File: config.mk
export PLATFORM = sky130hd
export DESIGN_NAME = if_prefetch_unit
export DESIGN_NICKNAME = d
export VERILOG_FILES = /design/src/rtl/if_prefetch_unit_pkg.sv /design/src/rtl/if_prefetch_unit_sync_fifo.sv /design/src/rtl/if_prefetch_unit.sv
export SDC_FILE = /design/constraint.sdc
export NUM_CORES = 1
export LEC_CHECK = 0
export BUFFER_PORTS_ARGS = -buffer_cell sky130_fd_sc_hd__buf_2
export CAP_MARGIN = 20
export CORE_MARGIN = 2
export CORE_UTILIZATION = 37
export CTS_CLUSTER_DIAMETER = 40
export DETAILED_ROUTE_END_ITERATION = 8
export GPL_TIMING_DRIVEN = 1
export SYNTH_ARGS = -nofsm -noshare
export SYNTH_HDL_FRONTEND = slang
export SYNTH_SLANG_ARGS = --single-unit
File: constraint.sdc
create_clock -name clk -period 3.16 [get_ports clk]
set_input_delay 0.316 -clock clk [delete_from_list [all_inputs] [get_ports clk]]
set_output_delay 0.316 -clock clk [all_outputs]
set_load 0.01 [all_outputs]
File: src/rtl/if_prefetch_unit_pkg.sv
`default_nettype none
// ============================================================================
// Module : if_prefetch_unit_pkg
// Brief  : Shared RISC-V fetch types and constants used by the prefetch unit.
// Rev    : 1.0 - initial release
// ============================================================================
package if_prefetch_unit_pkg;

  localparam int XLEN = 32;
  localparam int ILEN = 32;

  // Major opcodes of the supported RV32I subset
  localparam logic [6:0] OPC_LW    = 7'b000_0011;
  localparam logic [6:0] OPC_SW    = 7'b010_0011;
  localparam logic [6:0] OPC_BEQ   = 7'b110_0011;
  localparam logic [6:0] OPC_ARITH = 7'b011_0011;
  localparam logic [6:0] OPC_IMM   = 7'b001_0011;
  localparam logic [6:0] OPC_LUI   = 7'b011_0111;
  localparam logic [6:0] OPC_AUIPC = 7'b001_0111;
  localparam logic [6:0] OPC_JAL   = 7'b110_1111;

  // addi x0, x0, 0
  localparam logic [ILEN-1:0] NOP = 32'h0000_0013;

  // One buffered fetch result: the word and the address it came from
  typedef struct packed {
    logic [XLEN-1:0] pc;
    logic [ILEN-1:0] instr;
  } fetch_entry_t;

  // Force an address onto a word boundary
  function automatic logic [XLEN-1:0] align4(input logic [XLEN-1:0] addr);
    return addr & ~(XLEN'(3));
  endfunction

endpackage
`default_nettype wire

File: src/rtl/if_prefetch_unit_sync_fifo.sv
`default_nettype none
// ============================================================================
// Module : if_prefetch_unit_sync_fifo
// Brief  : Synchronous FIFO with push/pop/clear and occupancy status.
//          Head data is read combinationally from the storage array.
// Rev    : 1.0 - initial release
// ============================================================================
module if_prefetch_unit_sync_fifo #(
  parameter  int WIDTH = 32,
  parameter  int DEPTH = 4,
  localparam int AW    = $clog2(DEPTH),
  localparam int CW    = AW + 1
) (
  input  logic             clk,
  input  logic             rst,
  input  logic             push,
  input  logic [WIDTH-1:0] push_data,
  input  logic             pop,
  input  logic             clear,
  output logic [WIDTH-1:0] head_data,
  output logic [CW-1:0]    count,
  output logic             full,
  output logic             empty
);

  localparam logic [CW-1:0] FULL_COUNT = CW'(DEPTH);

  logic [WIDTH-1:0] mem [DEPTH];
  logic [AW-1:0]    wr_ptr;
  logic [AW-1:0]    rd_ptr;
  logic             do_push;
  logic             do_pop;

  // A push into a full FIFO is only taken when the head leaves in the same cycle
  assign do_pop    = pop && !empty;
  assign do_push   = push && (!full || do_pop);
  assign full      = (count == FULL_COUNT);
  assign empty     = (count == '0);
  assign head_data = mem[rd_ptr];

  // Pointer and occupancy bookkeeping; clear behaves like a local reset
  always_ff @(posedge clk) begin
    if (rst || clear) begin
      wr_ptr <= '0;
      rd_ptr <= '0;
      count  <= '0;
    end else begin
      if (do_push) wr_ptr <= wr_ptr + AW'(1);
      if (do_pop)  rd_ptr <= rd_ptr + AW'(1);
      count <= count + CW'(do_push) - CW'(do_pop);
    end
  end

  // Storage write; contents need no reset because occupancy gates every read
  always_ff @(posedge clk) begin
    if (do_push && !clear && !rst) mem[wr_ptr] <= push_data;
  end

endmodule
`default_nettype wire

File: src/rtl/if_prefetch_unit.sv
`default_nettype none
// ============================================================================
// Module : if_prefetch_unit
// Brief  : Instruction prefetch stage. Issues word fetches on a req/gnt +
//          rvalid bus under a credit limit, buffers returned words with their
//          PCs and hands them to decode over valid/ready. A redirect flushes
//          the buffer and discards every response still in flight.
// Rev    : 1.0 - initial release
// ============================================================================
module if_prefetch_unit
  import if_prefetch_unit_pkg::*;
#(
  parameter int          DEPTH    = 4,
  parameter logic [31:0] RESET_PC = 32'h0
) (
  input  logic        clk,
  input  logic        rst,
  output logic        imem_req,
  output logic [31:0] imem_addr,
  input  logic        imem_gnt,
  input  logic        imem_rvalid,
  input  logic [31:0] imem_rdata,
  input  logic        redirect_valid,
  input  logic [31:0] redirect_pc,
  output logic        instr_valid,
  input  logic        instr_ready,
  output logic [31:0] instr,
  output logic [31:0] instr_pc
);

  localparam int            CW        = $clog2(DEPTH) + 1;
  localparam logic [CW:0]   CREDITS   = (CW + 1)'(DEPTH);

  logic              rst_q;
  logic [XLEN-1:0]   fetch_pc;
  logic [CW-1:0]     outstanding;
  logic [CW-1:0]     outstanding_nxt;
  logic [CW-1:0]     drop_cnt;

  logic              grant;
  logic              credit_ok;
  logic              resp_drop;
  logic              instr_push;
  logic              instr_pop;

  logic [XLEN-1:0]   tag_pc;
  logic [CW-1:0]     tag_count;
  logic              tag_full;
  logic              tag_empty;

  fetch_entry_t      push_entry;
  fetch_entry_t      head_entry;
  logic [CW-1:0]     instr_count;
  logic              instr_full;
  logic              instr_empty;

  // Every buffered or in-flight word holds one credit, so the buffer can
  // always absorb every response that is still on its way back.
  assign credit_ok = ({1'b0, instr_count} + {1'b0, outstanding}) < CREDITS;

  // Request depends only on registered state plus the reset/redirect inputs.
  assign imem_req  = !rst && !rst_q && !redirect_valid && credit_ok;
  assign imem_addr = rst ? RESET_PC : fetch_pc;
  assign grant     = imem_req && imem_gnt;

  assign outstanding_nxt = outstanding + CW'(grant) - CW'(imem_rvalid);

  // Stale responses are swallowed while drop_cnt is non-zero; a redirect
  // cycle also swallows whatever arrives with it.
  assign resp_drop  = imem_rvalid && (drop_cnt != '0);
  assign instr_push = imem_rvalid && (drop_cnt == '0) && !redirect_valid;
  assign instr_pop  = instr_valid && instr_ready && !redirect_valid;

  assign push_entry = '{pc: tag_pc, instr: imem_rdata};

  assign instr_valid = !rst && !instr_empty;
  assign instr       = head_entry.instr;
  assign instr_pc    = head_entry.pc;

  // Delayed reset keeps the request low for one cycle after reset release
  always_ff @(posedge clk) begin
    rst_q <= rst;
  end

  // Fetch PC: reset, then redirect, then advance one word per grant (wraps)
  always_ff @(posedge clk) begin
    if (rst) begin
      fetch_pc <= RESET_PC;
    end else if (redirect_valid) begin
      fetch_pc <= align4(redirect_pc);
    end else if (grant) begin
      fetch_pc <= fetch_pc + 32'd4;
    end
  end

  // In-flight count and number of in-flight words that must be discarded
  always_ff @(posedge clk) begin
    if (rst) begin
      outstanding <= '0;
      drop_cnt    <= '0;
    end else begin
      outstanding <= outstanding_nxt;
      // outstanding already includes words pending a drop, so after a
      // redirect every word still in flight at the end of this cycle is stale.
      if (redirect_valid) begin
        drop_cnt <= outstanding_nxt;
      end else if (resp_drop) begin
        drop_cnt <= drop_cnt - CW'(1);
      end
    end
  end

  // PC of each granted request, matched in order against the responses
  if_prefetch_unit_sync_fifo #(
    .WIDTH (XLEN),
    .DEPTH (DEPTH)
  ) u_tag_fifo (
    .clk       (clk),
    .rst       (rst),
    .push      (grant),
    .push_data (fetch_pc),
    .pop       (imem_rvalid),
    .clear     (1'b0),
    .head_data (tag_pc),
    .count     (tag_count),
    .full      (tag_full),
    .empty     (tag_empty)
  );

  // Returned words waiting for decode
  if_prefetch_unit_sync_fifo #(
    .WIDTH ($bits(fetch_entry_t)),
    .DEPTH (DEPTH)
  ) u_instr_fifo (
    .clk       (clk),
    .rst       (rst),
    .push      (instr_push),
    .push_data (push_entry),
    .pop       (instr_pop),
    .clear     (redirect_valid),
    .head_data (head_entry),
    .count     (instr_count),
    .full      (instr_full),
    .empty     (instr_empty)
  );

  // Bus and buffer sanity: no orphan responses, no queue overflow
  always_ff @(posedge clk) begin
    if (!rst) begin
      assert (!(imem_rvalid && (outstanding == '0)));
      assert (!(imem_rvalid && tag_empty));
      assert (!(grant && tag_full && !imem_rvalid));
      assert (!(instr_push && instr_full && !instr_pop));
      assert (tag_count == outstanding);
    end
  end

endmodule
`default_nettype wire

=== Word-level counts from Yosys, hierarchy flattened ===
Memory sizes are Yosys's and may differ from the RTL's. A register that Yosys moved wholly into a read port is not among the register bits.
Cells that the tools add are included.

* Flip-flop bits (word level): 53
* Bits in writable memories: 384
* Input port bits: 70
* Output and inout bits: 98
* Word-level logic and storage cells: 76
* Memories: 2

* $add $sub $neg: 13
* $lt $le $gt $ge: 1
* Equal/unequal tests: 2
* Mux-type cells: 13
* Reduce and logical (&&, ||, !) cells: 34

{| class="wikitable"
|+ Memories
! memory !! words !! width !! read ports !! clocked after memory_dff !! wr ports !! line !! source
|-
| u_instr_fifo.mem || 4 || 64 || 1 || 1 || 1 || if_prefetch_unit_sync_fifo.sv:28 || <nowiki>logic [WIDTH-1:0] mem [DEPTH];</nowiki>
|-
| u_tag_fifo.mem || 4 || 32 || 1 || 1 || 1 || if_prefetch_unit_sync_fifo.sv:28 ||
|}

{| class="wikitable"
|+ Operators by type and width
! operator !! number
|-
| 32-bit 2-to-1 mux || 3
|-
| 32-bit by 3-bit adder with 32-bit output, second input constant || 1
|-
| 1-bit logical AND || 17
|-
| 3-bit by 1-bit adder with 3-bit output || 3
|-
| 3-bit logical NOT || 3
|-
| 3-bit by 1-bit subtractor with 3-bit output || 3
|-
| 2-bit by 1-bit adder with 2-bit output, second input constant || 4
|-
| 2-bit 2-to-1 mux || 4
|-
| 1-bit logical NOT || 7
|-
| 3-bit == test, second input constant || 2
|-
| 3-bit 2-to-1 mux || 2
|-
| 3-bit by 3-bit adder with 4-bit output || 1
|-
| 4-bit by 3-bit less-than comparator with 1-bit output, second input constant || 1
|-
| 1-bit 2-to-1 mux || 4
|-
| 2-bit nonzero test || 2
|-
| 1-bit logical OR || 3
|-
| 3-bit nonzero test || 1
|-
| 3-bit by 1-bit subtractor with 3-bit output, second input constant || 1
|-
| 2-bit OR reduction || 1
|}

=== Logic depth before layout (Yosys ltp) ===
Gate-level depths: netlist (run 1).

* Word-level depth: 12
* Mapped depth: 15
* Mapped depth without buffers: 12

=== Cells and area by module ===
From an unflattened synthesis (run 1), not the netlist that was laid out.

* Cells, all modules: 913
* Area, all modules: 17290.3 um^2

{| class="wikitable"
|+ Modules (own cells, without submodules)
! module !! instances !! cells an instance !! area each (um^2) !! seq. area each (um^2)
|-
| if_prefetch_unit_sync_fifo (u_instr_fifo) || 1 || 381 || 9785.6 || 7867.5
|-
| if_prefetch_unit_sync_fifo (u_tag_fifo) || 1 || 214 || 5099.9 || 4023.9
|-
| if_prefetch_unit || 1 || 318 || 2404.8 || 740.7
|}

=== Worst setup path before layout (run 1) ===
OpenSTA, ideal clock, no wires.

* Path type: flip-flop to flip-flop
* Start: register u_instr_fifo.count[2]
* End: register drop_cnt[2]
* Setup time: 86 ps
* Arrival: 3274 ps
* Data required time: 3074 ps
* Setup slack: -199 ps
* Stages on the path, launching flop included: 15
* Path buffers: 2
* Period minus slack after synthesis: 3359 ps
* Path through: dfxtp_1 -> ha_1 -> or4_4 -> nor4b_4 -> inv_2 -> clkbuf_1 -> clkbuf_1 -> ha_1 -> inv_1 -> ha_1 -> inv_1 -> fa_1 -> xor2_1 -> xnor2_1 -> a211oi_1

* Word-level cells in the longest chain between the ends: 7

{| class="wikitable"
|+ RTL lines
! item !! line !! source
|-
| from (decl) || if_prefetch_unit_sync_fifo.sv:21 || <nowiki>output logic [CW-1:0] count,</nowiki>
|-
| from (signal assigned) || if_prefetch_unit_sync_fifo.sv:50 || <nowiki>count <= count + CW'(do_push) - CW'(do_pop);</nowiki>
|-
| 3-bit by 3-bit adder with 4-bit output || if_prefetch_unit.sv:59 || <nowiki>assign credit_ok = ({1'b0, instr_count} + {1'b0, outstanding}) < CREDITS;</nowiki>
|-
| 4-bit by 3-bit less-than comparator with 1-bit output || if_prefetch_unit.sv:59 ||
|-
| 1-bit logical AND || if_prefetch_unit.sv:62 || <nowiki>assign imem_req = !rst && !rst_q && !redirect_valid && credit_ok;</nowiki>
|-
| 1-bit logical AND || if_prefetch_unit.sv:64 || <nowiki>assign grant = imem_req && imem_gnt;</nowiki>
|-
| 3-bit by 1-bit adder with 3-bit output || if_prefetch_unit.sv:66 || <nowiki>assign outstanding_nxt = outstanding + CW'(grant) - CW'(imem_rvalid);</nowiki>
|-
| 3-bit by 1-bit subtractor with 3-bit output || if_prefetch_unit.sv:66 ||
|-
| 3-bit 2-to-1 mux || if_prefetch_unit.sv:105 || <nowiki>if (redirect_valid) begin</nowiki>
|-
| to (signal assigned) || if_prefetch_unit.sv:106 || <nowiki>drop_cnt <= outstanding_nxt;</nowiki>
|-
| to (signal assigned) || if_prefetch_unit.sv:108 || <nowiki>drop_cnt <= drop_cnt - CW'(1);</nowiki>
|-
| to (decl) || if_prefetch_unit.sv:38 || <nowiki>logic [CW-1:0] drop_cnt;</nowiki>
|}

Every way passes these cells.
A chain may end at the register's enable or synchronous reset.

=== Worst setup path in the final report (run 1) ===
* Start: register u_instr_fifo.count[2]
* End: memory u_tag_fifo.mem[6][14], in the netlist u_tag_fifo.mem[3][14] (enable)

* Word-level cells in the longest chain between the ends: 8

{| class="wikitable"
|+ RTL lines
! item !! line !! source
|-
| 3-bit by 3-bit adder with 4-bit output || if_prefetch_unit.sv:59 ||
|-
| 4-bit by 3-bit less-than comparator with 1-bit output || if_prefetch_unit.sv:59 ||
|-
| 1-bit logical AND || if_prefetch_unit.sv:62 ||
|-
| 1-bit logical AND || if_prefetch_unit.sv:64 ||
|-
| 1-bit logical AND || if_prefetch_unit_sync_fifo.sv:36 || <nowiki>assign do_push = push && (!full || do_pop);</nowiki>
|-
| 1-bit logical AND || if_prefetch_unit_sync_fifo.sv:56 || <nowiki>if (do_push && !clear && !rst) mem[wr_ptr] <= push_data;</nowiki>
|-
| 1-bit 2-to-1 mux || if_prefetch_unit_sync_fifo.sv:56 ||
|-
| 1-bit 2-to-1 mux (implied by the code) || if_prefetch_unit_sync_fifo.sv:56 ||
|-
| to (decl) || if_prefetch_unit_sync_fifo.sv:28 ||
|}

Every way passes these cells.

==> flow_metrics.env, run 1 <==
export IMPL_run_status="finished clean"
export IMPL_slowest_stage="or4_4"
export IMPL_setup_viol=0
export IMPL_dieArea_um2=46300
export IMPL_cts_hold_buf=47
export IMPL_end_kind="flip-flop"
export IMPL_crit_arrival_ns=3.20
export IMPL_first_iter_violations=713
export IMPL_clock_sinks=423
export IMPL_fin_skew_ns=0.0141
export IMPL_final_common_cell="edfxtp_1"
export IMPL_cts_path_max_buffers=3
export IMPL_cts_tree="done"
export IMPL_ys_seq_elements=423
export IMPL_wl_per_cell_um=20.4
export IMPL_syn_area_um2=16500
export IMPL_vias_per_cell=5.03
export IMPL_insertion_delay_ns=0.59
export IMPL_maxCapViolCount=0
export IMPL_antenna_cells=0
export IMPL_cts_buffers=57
export IMPL_fin_crit_sh_pct=92.1
export IMPL_p_sw_share_pct=22.6
export IMPL_leakage_nw=7.09
export IMPL_area_growth_pct=26.4
export IMPL_gp_congestion=0.835
export IMPL_layout_common_cells="368 x edfxtp_1, 161 x buf_2, 92 x mux4_2"
export IMPL_ios=168
export IMPL_powerDensity_nw_per_um2=685
export IMPL_grt_pass1_vias=9492
export IMPL_grt_pass1_wl_um=56900
export IMPL_dr_pass1_iters=5
export IMPL_ff2ff_setup_slack_ns=0.25
export IMPL_grt_max_degree=76
export IMPL_antenna_found_initial=0
export IMPL_dp_hpwl_um=23600
export IMPL_antenna_left=0
export IMPL_path_cells="ha_1 > or4_4 > nor4b_4 > inv_2 > buf_4 > nor2_1 > buf_4 > and2_1 > buf_12"
export IMPL_slew_headroom_pct=34.4
export IMPL_via_count=9070
export IMPL_p_switching_mw=3.23
export IMPL_htree_levels=2
export IMPL_hold_path_class="input port to flip-flop"
export IMPL_grt_total_usage_pct=16.1
export IMPL_critical_path_class="flip-flop to flip-flop"
export IMPL_cts_resized=0
export IMPL_async_flop_share_pct=0
export IMPL_crit_top_cell="buf_4"
export IMPL_fin_nets=1255
export IMPL_synth_top_area_share_pct=67.0
export IMPL_internal_power_mw=11.1
export IMPL_yosys_warnings=0
export IMPL_final_max_slew_viol_count=0
export IMPL_avgSynthCellArea_um2=18.4
export IMPL_crit_fanout=38
export IMPL_numPortBuffers=161
export IMPL_startpoint_type="flip-flop"
export IMPL_clk_pin_slew_ns=0.06
export IMPL_core_area_um2=44100
export IMPL_synth_top_cells_by_area="edfxtp_1 67%, mux4_2 13%, dfxtp_1 6.7%"
export IMPL_pwr_share_clk_pct=46.6
export IMPL_cp_slowest_stage_delay_ns=0.55
export IMPL_netlist_instances=897
export IMPL_tns_ns=0
export IMPL_register_area_um2=12200
export IMPL_die_w_um=215
export IMPL_pwr_share_comb_pct=8.2
export IMPL_initial_core_util_pct=37.4
export IMPL_grt_overflow=0
export IMPL_wl_um=36800
export IMPL_cts_setup_buffers=0
export IMPL_root_buffer="clkbuf_16"
export IMPL_yosys_area_top_type="edfxtp_1"
export IMPL_rsz0062_at_grt="no"
export IMPL_floorplan_rows=77
export IMPL_synth_edff_count=368
export IMPL_multi_input_area_um2=4080
export IMPL_nFillCells=3811
export IMPL_drive_above_1_share_pct=33.5
export IMPL_seqPwrFrac_pct=45.2
export IMPL_yosys_cell_types_count=54
export IMPL_finalCriticalPeriod_ns=2.91
export IMPL_worst_slew_pin_slew_ns=0.980
export IMPL_synth_flop_cell="edfxtp_1"
export IMPL_required_ns=3.45
export IMPL_die_height_um=215
export IMPL_ir_drop_mv=0.446
export IMPL_utilization_pct=47.2
export IMPL_drc=0
export IMPL_max_freq_ghz=0.344
export IMPL_synth_yosys_seq_area_share_pct=73.7
export IMPL_final_hold_violation_count=0
==> cells by family (layout without fill, tap and decap cells) <==
logic type	after synthesis	in the layout	share of synthesized area, %
flops	423	423	73.7
simple gates	186	186	5.95
buf+inv	71	381	1.76
xor+xnor	15	15	0.796
mux	95	95	12.7
fa+ha+maj	22	22	1.81
compound gates	84	84	3.26
other cells	1	4	0.0227
==> metrics by stage <==
stage / setup slack [ns] / power, mW / area, µm² / instances / hold WS, ns
after global placement: 0.248 / 7.69 / 18400 / 1649 / 0.504
final: 0.249 / 14.3 / 20800 / 1802 / 0.0344
after detailed placement: 0.228 / 7.72 / 18400 / 1649 / 0.520
after global routing: 0.0611 / 14.8 / 20800 / 1802 / 0.00942
after CTS: 0.216 / 14.5 / 20800 / 1802 / 0.00602
after floorplan: 0.00841 / 7.31 / 16500 / 900 / 0.344
==> final timing paths <==
kind | startpoint | cells past startpoint | to
max | u_instr_fifo.count[2] | 9 | u_tag_fifo.mem[3][14]
min | redirect_pc[10] | 3 | fetch_pc[10]
max reg2reg | u_instr_fifo.count[2] | 9 | u_tag_fifo.mem[3][14]
min reg2reg | u_instr_fifo.rd_ptr[1] | 2 | u_instr_fifo.rd_ptr[1]
==> layout make-up <==
cell class | instances | share of cell area [%]
clock buffer | 64 | 7.12
tap | 592 | 3.55
inverter | 27 | 0.486
multi-input combinational | 406 | 19.6
sequential | 423 | 58.3
timing repair buffer | 248 | 8.34
clock inverter | 42 | 2.59
==> cells in the mapped netlist, drive strengths merged, types with 2 or more instances <==
cell,instances
edfxtp,368
mux4,92
dfxtp,55
nor2,42
a21oi,28
nand2,28
nor2b,28
clkbuf,27
inv,27
ha,19
buf,17
and2,16
nand3,15
nor3,15
nand4,14
o21ai,14
a31oi,11
xnor2,11
and3,6
nor4,6
o211ai,5
or3,5
o311ai,4
or4,4
xor2,4
a311oi,3
fa,3
mux2i,3
a211o,2
a211oi,2
a32oi,2
a41oi,2
nand2b,2
nor4b,2
o22ai,2
or2,2
==> worst max-delay path: cells and delay by family, from the launching register on <==
kind                     cells  cell delay (ns)
AND/OR/NAND/NOR              4             1.37
buffers and inverters        4             0.70
flip-flops                   1             0.34
adder cells (fa/ha/maj)      1             0.18
==> power by group through the flow <==
| stage | Sequential (mW) | Combinational, mW | Clock [mW] |
|---|---|---|---|
| detailed placement | 6.57 | 1.15 | 0 |
| global route | 6.47 | 1.31 | 7.04 |
| CTS | 6.45 | 1.20 | 6.81 |
| finish | 6.45 | 1.17 | 6.66 |
| global placement | 6.56 | 1.13 | 0 |
| floorplan | 6.54 | 0.772 | 0 |
==> sequential cells by signal, summed over array words and instances, names as in the netlist, named ones only <==
| register | cells |
|---|---|
| fetch_pc | 30 |
| u_instr_fifo.mem | 248 |
| u_instr_fifo.count | 3 |
| outstanding | 3 |
| u_instr_fifo.rd_ptr | 2 |
| u_instr_fifo.wr_ptr | 2 |
| u_tag_fifo.mem | 120 |
| u_tag_fifo.count | 3 |
| drop_cnt | 3 |
| rst_q | 1 |
| u_tag_fifo.rd_ptr | 2 |
| u_tag_fifo.wr_ptr | 2 |
==> routing by layer <==
metal | track usage (%) | up-vias | wire length, µm
met4 | 4.99 | 0 | 874
li1 | - | 4134 | -
met1 | 21.6 | 4625 | 16100
met3 | 3.55 | 57 | 2040
met2 | 26.2 | 254 | 17800
met5 | 0 | - | 0
No activity file was read; power rests on OpenSTA's default activity.
==> run 2: changes to the inputs <==
- ABC_AREA: default -> 1
- BUFFER_PORTS_ARGS: -buffer_cell sky130_fd_sc_hd__buf_2 -> default
- DONT_BUFFER_PORTS: default -> 1
==> run 2 against run 1 <==
  * Sequential power up 0.8%
  * Critical path type is now flip-flop to output pin
  * Power rose by 4.3%
  * Flip-flop and latch count stayed put
  * Core utilization decreased by 1.8 points
  * Critical endpoint is now instr_pc[28]
  * Routed wire length up 12%
  * Sequential share of layout area decreased by 0.60 points
  * Final cell count is 25% higher
  * Worst setup slack gained 0.21 ns
  * Clock power grew 8.1%
  * Highest routed layer unchanged
  * Die area is 4.9% higher
==> flow_metrics.env, run 2 <==
export IMPL_run_status="finished clean"
export IMPL_r2r_start="outstanding[1]"
export IMPL_syn_area_um2=17300
export IMPL_crit_fanout=68
export IMPL_die_w_um=220
export IMPL_clk_pin_slew_ns=0.06
export IMPL_area_growth_pct=21.5
export IMPL_ys_seq_elements=423
export IMPL_netlist_instances=1507
export IMPL_numPortBuffers=0
export IMPL_wl_um=41200
export IMPL_tns_ns=0
export IMPL_synth_yosys_seq_area_share_pct=70.2
export IMPL_grt_max_degree=92
export IMPL_fin_cells=2260
export IMPL_gp_congestion=0.845
export IMPL_max_freq_ghz=0.370
export IMPL_powerDensity_nw_per_um2=708
export IMPL_reg_top3="u_instr_fifo.mem x248, u_tag_fifo.mem x120, fetch_pc x30"
export IMPL_worst_r2r_cell_count=13
export IMPL_slew_headroom_pct=51.4
export IMPL_drc=0
export IMPL_synth_common_cells="368 x edfxtp_1, 285 x nor2_1, 204 x o21ai_0"
export IMPL_maxCapViolCount=0
export IMPL_htree_levels=3
export IMPL_hold_path_class="input port to flip-flop"
export IMPL_largest_register="u_instr_fifo.mem"
export IMPL_ios=168
export IMPL_yosys_warnings=0
export IMPL_dieArea_um2=48600
export IMPL_fin_skew_ns=0.0280
export IMPL_yosys_cell_types_count=36
export IMPL_critical_path_class="flip-flop to output pin"
export IMPL_ir_drop_mv=0.383
export IMPL_yosysMostFrequentCell="edfxtp_1"
export IMPL_worst_slew_pin_slew_ns=0.728
export IMPL_first_iter_violations=907
export IMPL_antenna_cells=0
export IMPL_cts_buffers=68
export IMPL_final_max_slew_viol_count=0
export IMPL_synth_top_family_by_area="simple AND/OR/NAND/NOR gates"
export IMPL_r2r_end="u_tag_fifo.count[2]"
export IMPL_cts_tree="done"
export IMPL_initial_core_util_pct=37.4
export IMPL_final_hold_violation_count=0
export IMPL_end_kind="output pin"
export IMPL_required_ns=2.84
export IMPL_antenna_left=0
export IMPL_setup_viol=0
export IMPL_power_mw=14.9
export IMPL_cts_path_max_buffers=3
export IMPL_synth_edff_count=368
export IMPL_grt_pass1_wl_um=62600
export IMPL_fin_crit_sh_pct=85.4
export IMPL_via_count=11406
export IMPL_fin_nets=1690
export IMPL_rsz0062_at_grt="no"
export IMPL_cp_endpoint="instr_pc[28]"
export IMPL_startpoint_type="flip-flop"
export IMPL_dr_pass1_iters=7
export IMPL_final_common_cell="edfxtp_1"
export IMPL_grt_overflow=0
export IMPL_async_flop_share_pct=0
export IMPL_yosys_area_share_simple_pct=12.7
export IMPL_synth_xor_area_share_pct=0.455
export IMPL_die_height_um=220
export IMPL_grt_total_usage_pct=17.0
export IMPL_synth_flop_cell="edfxtp_1"
export IMPL_grt_pass1_vias=10830
export IMPL_dp_hpwl_um=24600
export IMPL_vias_per_cell=5.05
export IMPL_synthMuxAreaShare_pct=0
export IMPL_synth_top_cells_by_area="edfxtp_1 64%, dfxtp_1 6.4%, nor2_1 6.2%"
export IMPL_leakage_nw=7.32
export IMPL_synth_top_area_share_pct=63.8
export IMPL_floorplan_rows=79
export IMPL_root_buffer="clkbuf_16"
export IMPL_whs_path_depth=4
export IMPL_drive_above_1_share_pct=11.6
export IMPL_crit_arrival_ns=2.38
export IMPL_largest_reg_flops=248
export IMPL_finalCriticalPeriod_ns=2.70
export IMPL_core_area_um2=46400
export IMPL_ff2ff_setup_slack_ns=0.55
export IMPL_clock_sinks=423
export IMPL_layout_common_cells="368 x edfxtp_1, 277 x nor2_1, 204 x o21ai_0"
export IMPL_wl_per_cell_um=18.2
export IMPL_cts_resized=0
export IMPL_dp_cells=2067
export IMPL_insertion_delay_ns=0.59
export IMPL_avgSynthCellArea_um2=11.5
export IMPL_yosys_area_top_type="edfxtp_1"
export IMPL_synth_compound_area_share_pct=10.5
export IMPL_synthAdderAreaFrac_pct=1.72
export IMPL_antenna_found_initial=0
## run 2: cell type report
| cell class | instances | area [µm²] |
|---|---|---|
| Tap cell | 607 | 759 |
| Inverter | 106 | 404 |
| Multi-Input combinational cell | 900 | 4450 |
| Clock inverter | 52 | 547 |
| Fill cell | 4141 | 25300 |
| Sequential cell | 423 | 12200 |
| Clock buffer | 73 | 1720 |
| Timing Repair Buffer | 99 | 1020 |
## run 2: cell families (layout without fill, tap and decap cells)
kind of cell / count (synthesis) / count (layout)
other: 1 / 4
AO/OA/AOI/OAI: 337 / 337
XOR/XNOR: 9 / 9
flip-flops: 423 / 423
AND/OR/NAND/NOR: 528 / 528
buffers and inverters: 187 / 330
adder cells (fa/ha/maj): 22 / 22
## run 2: critical path, stage by stage, from the launching register on
cell and delay (ns):
dfxtp_4 0.46, clkinv_2 0.09, buf_4 0.55, o21ai_0 0.16, o22ai_1 0.46
## run 2: worst min-delay path by stage
stage,start,endpoint,slack [ns]
floorplan,rst,rst_q,0.34
global placement,rst,rst_q,0.35
detailed placement,rst,rst_q,0.35
CTS,redirect_valid,fetch_pc[3],0.004
global route,redirect_valid,fetch_pc[31],0.03
finish,redirect_valid,fetch_pc[3],0.04
## run 2: stage by stage
stage	utilization (%)	hold WS [ns]	setup slack (ns)	area, µm²
global placement	39.0	0.348	0.566	18100
floorplan	-	0.344	-0.920	17300
global route	45.4	0.0324	0.248	21100
finish	45.4	0.0378	0.460	21100
CTS	45.4	0.00360	0.440	21100
detailed placement	39.0	0.347	0.560	18100
## run 2: layer usage
layer / part of all wire [%] / track usage [%]
met2: 47 / 27.4
met1: 44 / 22.7
met4: 2.2 / 6.22
met5: 0 / 0
met3: 6.4 / 3.78
## run 2: timing repair
item                      CTS  global route
setup buffers               0             0
hold endpoints to repair  176             0
hold buffers               68             0
## run 2: power breakdown
group | internal, mW | switching [mW]
clock | 4.35 | 2.85
combinational | 0.354 | 0.851
sequential | 6.39 | 0.111
